--- src/rtl/bram_stream_pkg.sv ---
// Shared defaults for the block RAM and its read-side streamer, plus the
// streamer's state encoding.
package bram_stream_pkg;

   localparam int BRAM_ADDR_WIDTH = 16;
   localparam int BRAM_DATA_WIDTH = 128;
   localparam int BRAM_MEM_DEPTH  = 'h4000;
   localparam int BRAM_LEN_WIDTH  = 17;

   typedef enum logic [1:0] {
      IDLE,
      READ,
      FLUSH,
      DONE
   } rd_state_e;

endpackage

--- src/rtl/bram_rd_streamer.sv ---
// Turns a (base, length) command into sequential BRAM reads presented as an
// AXI4-Stream master; backpressure freezes the BRAM output via lock.
module bram_rd_streamer
   import bram_stream_pkg::*;
#(
   parameter int ADDR_WIDTH = BRAM_ADDR_WIDTH,
   parameter int DATA_WIDTH = BRAM_DATA_WIDTH,
   parameter int MEM_DEPTH  = BRAM_MEM_DEPTH,
   parameter int LEN_WIDTH  = BRAM_LEN_WIDTH
) (
   input  logic                  clk,
   input  logic                  rst,
   input  logic                  cmd_valid,
   output logic                  cmd_ready,
   input  logic [ADDR_WIDTH-1:0] cmd_addr,
   input  logic [LEN_WIDTH-1:0]  cmd_len,
   output logic                  bram_rden,
   output logic [ADDR_WIDTH-1:0] bram_rdaddr,
   output logic                  bram_lock,
   input  logic [DATA_WIDTH-1:0] bram_rddata,
   output logic                  m_axis_tvalid,
   input  logic                  m_axis_tready,
   output logic [DATA_WIDTH-1:0] m_axis_tdata,
   output logic                  m_axis_tlast,
   output logic                  busy,
   output logic                  done
);

   localparam logic [ADDR_WIDTH-1:0] LAST_ADDR = ADDR_WIDTH'(MEM_DEPTH - 1);
   localparam logic [LEN_WIDTH-1:0]  DEPTH_LEN = LEN_WIDTH'(MEM_DEPTH);
   localparam logic [LEN_WIDTH-1:0]  LEN_ONE   = LEN_WIDTH'(1);

   rd_state_e             state;
   logic [ADDR_WIDTH-1:0] rd_addr;
   logic [LEN_WIDTH-1:0]  len_r;
   logic [LEN_WIDTH-1:0]  issue_cnt;
   logic [LEN_WIDTH-1:0]  beat_cnt;
   logic                  dv;
   logic                  tlast_r;
   logic                  last_issue;
   logic                  beat_fire;

   function automatic logic [ADDR_WIDTH-1:0] addr_inc(input logic [ADDR_WIDTH-1:0] a);
      return (a == LAST_ADDR) ? '0 : a + ADDR_WIDTH'(1);
   endfunction

   // Handshake: a beat transfers on any clock edge where m_axis_tvalid and
   // m_axis_tready are both high; while tvalid is high and tready low the BRAM
   // output is locked, so tdata/tlast stay constant until the beat transfers.
   assign bram_lock     = dv & ~m_axis_tready;
   assign bram_rden     = (state == READ) & ~bram_lock & (len_r != '0);
   assign bram_rdaddr   = rd_addr;
   assign m_axis_tvalid = dv;
   assign m_axis_tdata  = bram_rddata;
   assign m_axis_tlast  = tlast_r;
   assign cmd_ready     = (state == IDLE);
   assign busy          = (state != IDLE);
   assign done          = (state == DONE);

   assign last_issue = ((issue_cnt + LEN_ONE) == len_r);
   assign beat_fire  = dv & m_axis_tready;

   always_ff @(posedge clk) begin
      if (rst) begin
         state     <= IDLE;
         rd_addr   <= '0;
         len_r     <= '0;
         issue_cnt <= '0;
         beat_cnt  <= '0;
         dv        <= 1'b0;
         tlast_r   <= 1'b0;
      end else begin
         dv <= bram_rden | bram_lock;
         if (bram_rden) begin
            tlast_r <= last_issue;
         end else if (!bram_lock) begin
            tlast_r <= 1'b0;
         end
         if (beat_fire) begin
            beat_cnt <= beat_cnt + LEN_ONE;
         end

         case (state)
            IDLE: begin
               if (cmd_valid) begin
                  rd_addr   <= cmd_addr;
                  len_r     <= cmd_len;
                  issue_cnt <= '0;
                  beat_cnt  <= '0;
                  state     <= READ;
               end
            end
            READ: begin
               // Zero-length commands pass through READ without issuing, so
               // done keeps the same two-cycle offset as the first beat.
               if (len_r == '0) begin
                  state <= DONE;
               end else if (bram_rden) begin
                  rd_addr   <= addr_inc(rd_addr);
                  issue_cnt <= issue_cnt + LEN_ONE;
                  if (last_issue) begin
                     state <= FLUSH;
                  end
               end
            end
            FLUSH: begin
               if (beat_fire & tlast_r) begin
                  state <= DONE;
               end
            end
            DONE: begin
               state <= IDLE;
            end
            default: begin
               state <= IDLE;
            end
         endcase
      end
   end

   a_len_range : assert property (@(posedge clk) disable iff (rst)
      (cmd_valid && cmd_ready) |-> (cmd_len <= DEPTH_LEN));

   a_tlast_count : assert property (@(posedge clk) disable iff (rst)
      (beat_fire && tlast_r) |-> (beat_cnt == (len_r - LEN_ONE)));

   a_stall_hold : assert property (@(posedge clk) disable iff (rst)
      (dv && !m_axis_tready) |=> (dv && $stable(tlast_r)));

endmodule

--- config.mk ---
export PLATFORM = sky130hd
export DESIGN_NAME = bram_rd_streamer
export DESIGN_NICKNAME = d
export VERILOG_FILES = /design/src/rtl/bram_stream_pkg.sv /design/src/rtl/bram_rd_streamer.sv
export SDC_FILE = /design/constraint.sdc
export NUM_CORES = 1
export LEC_CHECK = 0
export CAP_MARGIN = 20
export CELL_PAD_IN_SITES_DETAIL_PLACEMENT = 0
export CELL_PAD_IN_SITES_GLOBAL_PLACEMENT = 2
export CORE_MARGIN = 2
export CORE_UTILIZATION = 16
export DETAILED_ROUTE_END_ITERATION = 12
export GPL_TIMING_DRIVEN = 0
export HOLD_SLACK_MARGIN = 0.05
export PLACE_DENSITY = 0.78
export REMOVE_ABC_BUFFERS = 1
export SYNTH_ARGS = -nofsm -noshare
export SYNTH_HDL_FRONTEND = slang
export SYNTH_SLANG_ARGS = --single-unit
export TNS_END_PERCENT = 10
--- constraint.sdc ---
create_clock -name clk -period 2.2 [get_ports clk]
set_input_delay 0.33 -clock clk [delete_from_list [all_inputs] [get_ports clk]]
set_output_delay 0.33 -clock clk [all_outputs]
set_load 0.05 [all_outputs]
# Word-level counts from Yosys, hierarchy flattened
# Cells that the tools add are included.
classes:
  muxes: 17
  n_eq_ne: 12
  bitwise: 8
  reduce_logical: 8
  add_sub_neg: 2
op_table:
  columns: ["operator", "count"]
  rows:
  - ["$mux W16", 4]
  - ["$mux W17", 3]
  - ["$pmux W17 S2", 1]
  - ["$pmux W16 S2", 1]
  - ["$add A17 B1 Y17 const B", 1]
  - ["$eq A17 B17 Y1", 1]
  - ["$logic_not A17 Y1", 1]
  - ["$reduce_bool A17 Y1", 1]
  - ["$add A16 B1 Y16 const B", 1]
  - ["$eq A16 B14 Y1 const B", 1]
  - ["$mux W2", 5]
  - ["$ne A2 B2 Y1 const B", 5]
  - ["$pmux W2 S4", 1]
  - ["$reduce_and A4 Y1", 2]
  - ["$ne A3 B2 Y1 const B", 2]
  - ["$and A1 B1 Y1", 5]
  - ["$eq A2 B2 Y1 const B", 2]
  - ["$reduce_bool A2 Y1", 2]
  - ["$eq A2 B1 Y1 const B", 1]
  - ["$logic_not A2 Y1", 1]
  - ["$mux W1", 2]
  - ["$not A1 Y1", 2]
  - ["$reduce_and A2 Y1", 1]
  - ["$or A1 B1 Y1", 1]
word_totals:
  out_inout_bits: 151
  input_bits: 165
  regBits: 54

# Depth between registers and ports, before layout
depth:
  depth_word: 8
  depth_mapped: 11
  depth_no_buf: 9

# Least setup slack after synthesis
# No wires, ideal clock.
synth_path:
  path_kind: "reg2reg"
  from: "register rd_addr[0] (netlist: bram_rdaddr[0])"
  to: "register rd_addr[13] (netlist: bram_rdaddr[13])"
  setup_ns: 0.128
  synth_period_minus_slack_ns: 2.768
  required_time_ns: 2.072
  n_path_buf: 1
  arrival_time_ns: 2.640
  setup_slack_ns: -0.568
  stages_incl_launch_ff: 11
  cell_sequence: "dfxtp_1 > ha_1 > nand3_1 > or4_1 > nor2_1 > nand2_1 > o31ai_4 > buf_2 > o21ai_0 > a21oi_1 > nor2_1"
synth_via:
  elab_chain_len: 5
  elab_cells_between_ends: 6
  cone_classes: "1 x add/sub; 1 x eq/ne; 4 x mux"
synth_rtl:
  columns: ["element", "line", "text"]
  rows:
  - ["start, declared", "bram_rd_streamer.sv:34", "logic [ADDR_WIDTH-1:0] rd_addr;"]
  - ["start signal, assigned", "bram_rd_streamer.sv:86", "rd_addr <= cmd_addr;"]
  - ["start signal, assigned", "bram_rd_streamer.sv:99", "rd_addr <= addr_inc(rd_addr);"]
  - ["$add A16 B1 Y16 / $eq A16 B14 Y1 (equally long branches)", "bram_rd_streamer.sv:44", "return (a == LAST_ADDR) ? '0 : a + ADDR_WIDTH'(1);"]
  - ["$mux W16 *", "bram_rd_streamer.sv:44", null]
  - ["$mux W16 *", "bram_rd_streamer.sv:98", "end else if (bram_rden) begin"]
  - ["$mux W16 *", "bram_rd_streamer.sv:96", "if (len_r == '0) begin"]
  - ["$pmux W16 S2 *", "bram_rd_streamer.sv:83", "case (state)"]
# Mark *: on every way between the ends. The rest lies on a longest branch, timed or not. The select of a mux whose other input is x is not followed.
# A chain may end at the register's enable or synchronous reset.

# Final worst setup path
layout_path:
  from: "register issue_cnt[13]"
  to: "register state[0]"
layout_via:
  elab_chain_len: 4
layout_rtl:
  columns: ["element", "line", "text"]
  rows:
  - ["start, declared", "bram_rd_streamer.sv:36", "logic [LEN_WIDTH-1:0] issue_cnt;"]
  - ["start signal, assigned", "bram_rd_streamer.sv:100", "issue_cnt <= issue_cnt + LEN_ONE;"]
  - ["$add A17 B1 Y17", "bram_rd_streamer.sv:60", "assign last_issue = ((issue_cnt + LEN_ONE) == len_r);"]
  - ["$eq A17 B17 Y1", "bram_rd_streamer.sv:60", null]
  - ["$ne A3 B2 Y1 (no line)", null, null]
  - ["$reduce_and A4 Y1 (no line)", null, null]
  - ["end signal, assigned", "bram_rd_streamer.sv:65", "state <= IDLE;"]
  - ["end signal, assigned", "bram_rd_streamer.sv:90", "state <= READ;"]
  - ["end signal, assigned", "bram_rd_streamer.sv:97", "state <= DONE;"]
  - ["end, declared", "bram_rd_streamer.sv:33", "rd_state_e state;"]
# No other way between the ends.

==> results.tsv <==
metric	value	unit
initial_core_util	16.3	%
die_h	170	um
wl_per_cell	36.5	um
place_hpwl	26800	um
clock.fmax	425	MHz
clkPwrFrac	16.8	%
hold_class	input pin to flip-flop	
setup_viol	15	
worst_slack	-0.153	ns
drv_slew	0	
grt-busiest-layer	met2	
nNetsFinal	711	
num_io_pins	316	
worstMarginPinSlew	0.630	ns
ys_seq_area_share	24.5	%
portBuffers	59	
peakVddDrop	0.549	mV
grtUsageTotal	21.6	%
cts_root_buffer	clkbuf_16	
reg2reg_from	issue_cnt[13]$_SDFFE_PP0P_	
synth_edf_count	0	
power.total	5.25	mW
path_cells	nand4_1, nor4_4, xnor2_1, nor2_1, o2111ai_2, and4bb_2, o2111ai_1, nor4b_2	
drtIter0Drc	339	
dp_cells	842	
worstSetupEndpointType	flip-flop	
antenna_found_initial	0	
p_seq_share	27.3	%
critPathMaxFanout	8	
final_core_util	19.0	%
worstHoldStart	rst	
synthTopCellsByCount	buf_4 (130), nand2_1 (64), a21oi_1 (60)	
violations	negative setup slack	
hold_viol_final	0	
fp.dieW	170	um
clockBufferDepth	2	
maxSlewHeadroom	58.0	%
grt_pass1_wl	39900	um
crit_slowest_cell	dfxtp_1	
finalClockSkew	0.00472	ns
cts_tree	done	
yosysUniqueCellTypes	61	
syn-instance-count	598	
reg2reg_depth	8	
min_to	bram_rdaddr[14]$_SDFFE_PP0P_	
drcViolationCount	0	
cts.htree.levels	2	
status	finished, violations left	
rsz0062_at_grt	true	
layout-drive-gt1-share	21.6	%
insertedDiodeCount	0	
core_area	0.0270	mm^2
powerDensity	1030	mW/mm^2
cp.required	2.39	ns
synth_most_common_cell	buf_4	
netlist_area	0.00441	mm^2
clk_pin_slew_worst_paths	0.08	ns
fp-row-count	60	
synth-seq-cells	54	
overflow	0	
p_int	2.72	mW
switching_share	48.1	%
avgSynthCellArea	7.37	um^2
fin_crit	2.35	ns
place.gp.congestion	0.915	
vias_per_cell	4.61	
cts_sinks	54	
min_path_cells	2	
p_sw	2.53	mW
die_area	0.0289	mm^2
yosys_warnings	0	
insertion_delay	0.30	ns
fin_crit_sh	107	%
r2r-end	state[0]$_SDFFE_PP0P_	
worstSetupPathType	flip-flop to flip-flop	
hold_slack	0.378	ns
dp_slack	-1.18	ns
crit_path_start_kind	flip-flop	
synthArstFlopShare	0	%
critPathArrivalTime	2.54	ns
drv_cap	0	
drt-total-wl	32200	um
netlist_top_cells_area	dfxtp_1 (25%), buf_4 (22%), a21oi_1 (6.8%), nand2_1 (5.4%), nor2_1 (4.2%)	
synth_top_area_cell	dfxtp_1	
synth_ff_type	dfxtp_1	
finalNonFillerCells	882	
p_comb_share	55.8	%
num_vias	4066	
syn_to_final_growth	16.2	%
cts_buffers	5	
ant_nets	0	
use_met1	19.0	%
p_leak	1.79	nW
grt_max_degree	46	
slowest_delay	0.47	ns
grt_util_met2	29.8	%
r2r_setup_slack	-0.15	ns
firstDrtPassIters	4	
first_global_vias	3583	
synth_top_area_share	24.5	%
gr-usage-met3	29.3	%
[cell usage in the layout, fill, tap and decap left out, types with 3 or more instances in the layout]
cell | synthesis | layout
and2_1 | 3 | 3
clkdlybuf4s50_1 | 0 | 53
buf_6 | 0 | 6
nor4_1 | 6 | 3
or4_4 | 2 | 3
nand3_1 | 19 | 17
dfxtp_4 | 0 | 14
a21oi_1 | 60 | 58
xor2_1 | 3 | 3
dfxtp_2 | 0 | 10
dfxtp_1 | 54 | 30
a211oi_1 | 5 | 5
o21ai_0 | 26 | 26
nand2b_1 | 8 | 6
nor3_1 | 18 | 17
nand2_1 | 64 | 61
nor4_4 | 2 | 6
nand3b_1 | 5 | 5
or3_1 | 3 | 3
nor3b_1 | 6 | 6
inv_1 | 17 | 15
nor2_4 | 0 | 3
buf_4 | 130 | 25
and3_1 | 4 | 4
xnor2_2 | 0 | 3
a31oi_1 | 4 | 4
nand4_1 | 6 | 6
clkbuf_16 | 0 | 5
o32ai_1 | 4 | 4
nor2_1 | 49 | 44
a22oi_1 | 3 | 3
nor2b_1 | 4 | 4
xnor2_1 | 18 | 15
[state kept, by name, indices dropped and copies added (netlist names)]
register and flops:
state 2, bram_rdaddr 16, m_axis_tvalid 1, len_r 17, issue_cnt 17, m_axis_tlast 1
[power by group through the flow]
stage	logic, mW	clock network [mW]	registers (mW)
after CTS	2.79	0.912	1.42
after global placement	2.50	0	1.44
after detailed placement	2.52	0	1.44
after global routing	3.16	0.952	1.47
final	2.93	0.883	1.44
after floorplan	1.31	0	1.75
[routing by layer]
layer,up-vias,wire length [um]
met4,8,134
li1,1818,-
met3,15,9540
met1,1816,9690
met5,-,315
met2,409,12500
[per-stage QoR]
step	cell area, um^2	setup TNS, ns
4_1_cts	4840	-2.22
3_5_place_dp	4360	-32.51
2_1_floorplan	3320	-12.76
6_report	5120	-1.06
5_1_grt	5120	-3.25
3_3_place_gp	4340	-47.21
[timing repair]
action	4_1_cts	5_1_grt
hold buffers	0	0
cloned	0	0
endpoints found under the setup margin	40	39
resized for setup	65	43
pin swaps	12	20
buffers inserted	16	16
hold endpoints to repair	0	0
[critical path: cells and delay by family (launching register included)]
family | cells | cell delay (ns)
flops | 1 | 0.47
xor+xnor | 1 | 0.13
simple gates | 5 | 1.39
compound gates | 2 | 0.24
[logic make-up (layout without fill, tap and decap cells)]
| kind of cell | count (synthesis) | count (layout) | synth area share, % |
|---|---|---|---|
| adders and majority gates | 6 | 6 | 1.70 |
| AOI/OAI and AO/OA | 125 | 125 | 17.1 |
| buffers and inverters | 174 | 117 | 26.1 |
| xor gates and xnor gates | 21 | 21 | 4.17 |
| DFF | 54 | 54 | 24.5 |
| muxes | 3 | 3 | 0.709 |
| and+or+nand+nor | 215 | 215 | 25.8 |
[worst max path at each step]
stage	startpoint	to	slack [ns]
2_1_floorplan	bram_rdaddr[0]$_SDFFE_PP0P_	bram_rdaddr[1]$_SDFFE_PP0P_	-0.64
3_3_place_gp	len_r[9]$_SDFFE_PP0P_	bram_rdaddr[14]$_SDFFE_PP0P_	-1.23
3_5_place_dp	state[0]$_SDFFE_PP0P_	bram_rdaddr[5]$_SDFFE_PP0P_	-1.18
4_1_cts	issue_cnt[10]$_SDFFE_PP0P_	state[0]$_SDFFE_PP0P_	-0.21
5_1_grt	issue_cnt[13]$_SDFFE_PP0P_	state[0]$_SDFFE_PP0P_	-0.27
6_report	issue_cnt[13]$_SDFFE_PP0P_	state[0]$_SDFFE_PP0P_	-0.15
[area by class of cell]
cell class	instances	area (um^2)
Timing Repair Buffer	92	877
Inverter	17	63.8
Clock buffer	6	139
Clock inverter	2	17.5
Multi-Input combinational cell	370	2450
Tap cell	341	427
Sequential cell	54	1150
Fill cell	3054	21900
(Power assumes the default switching activity.)
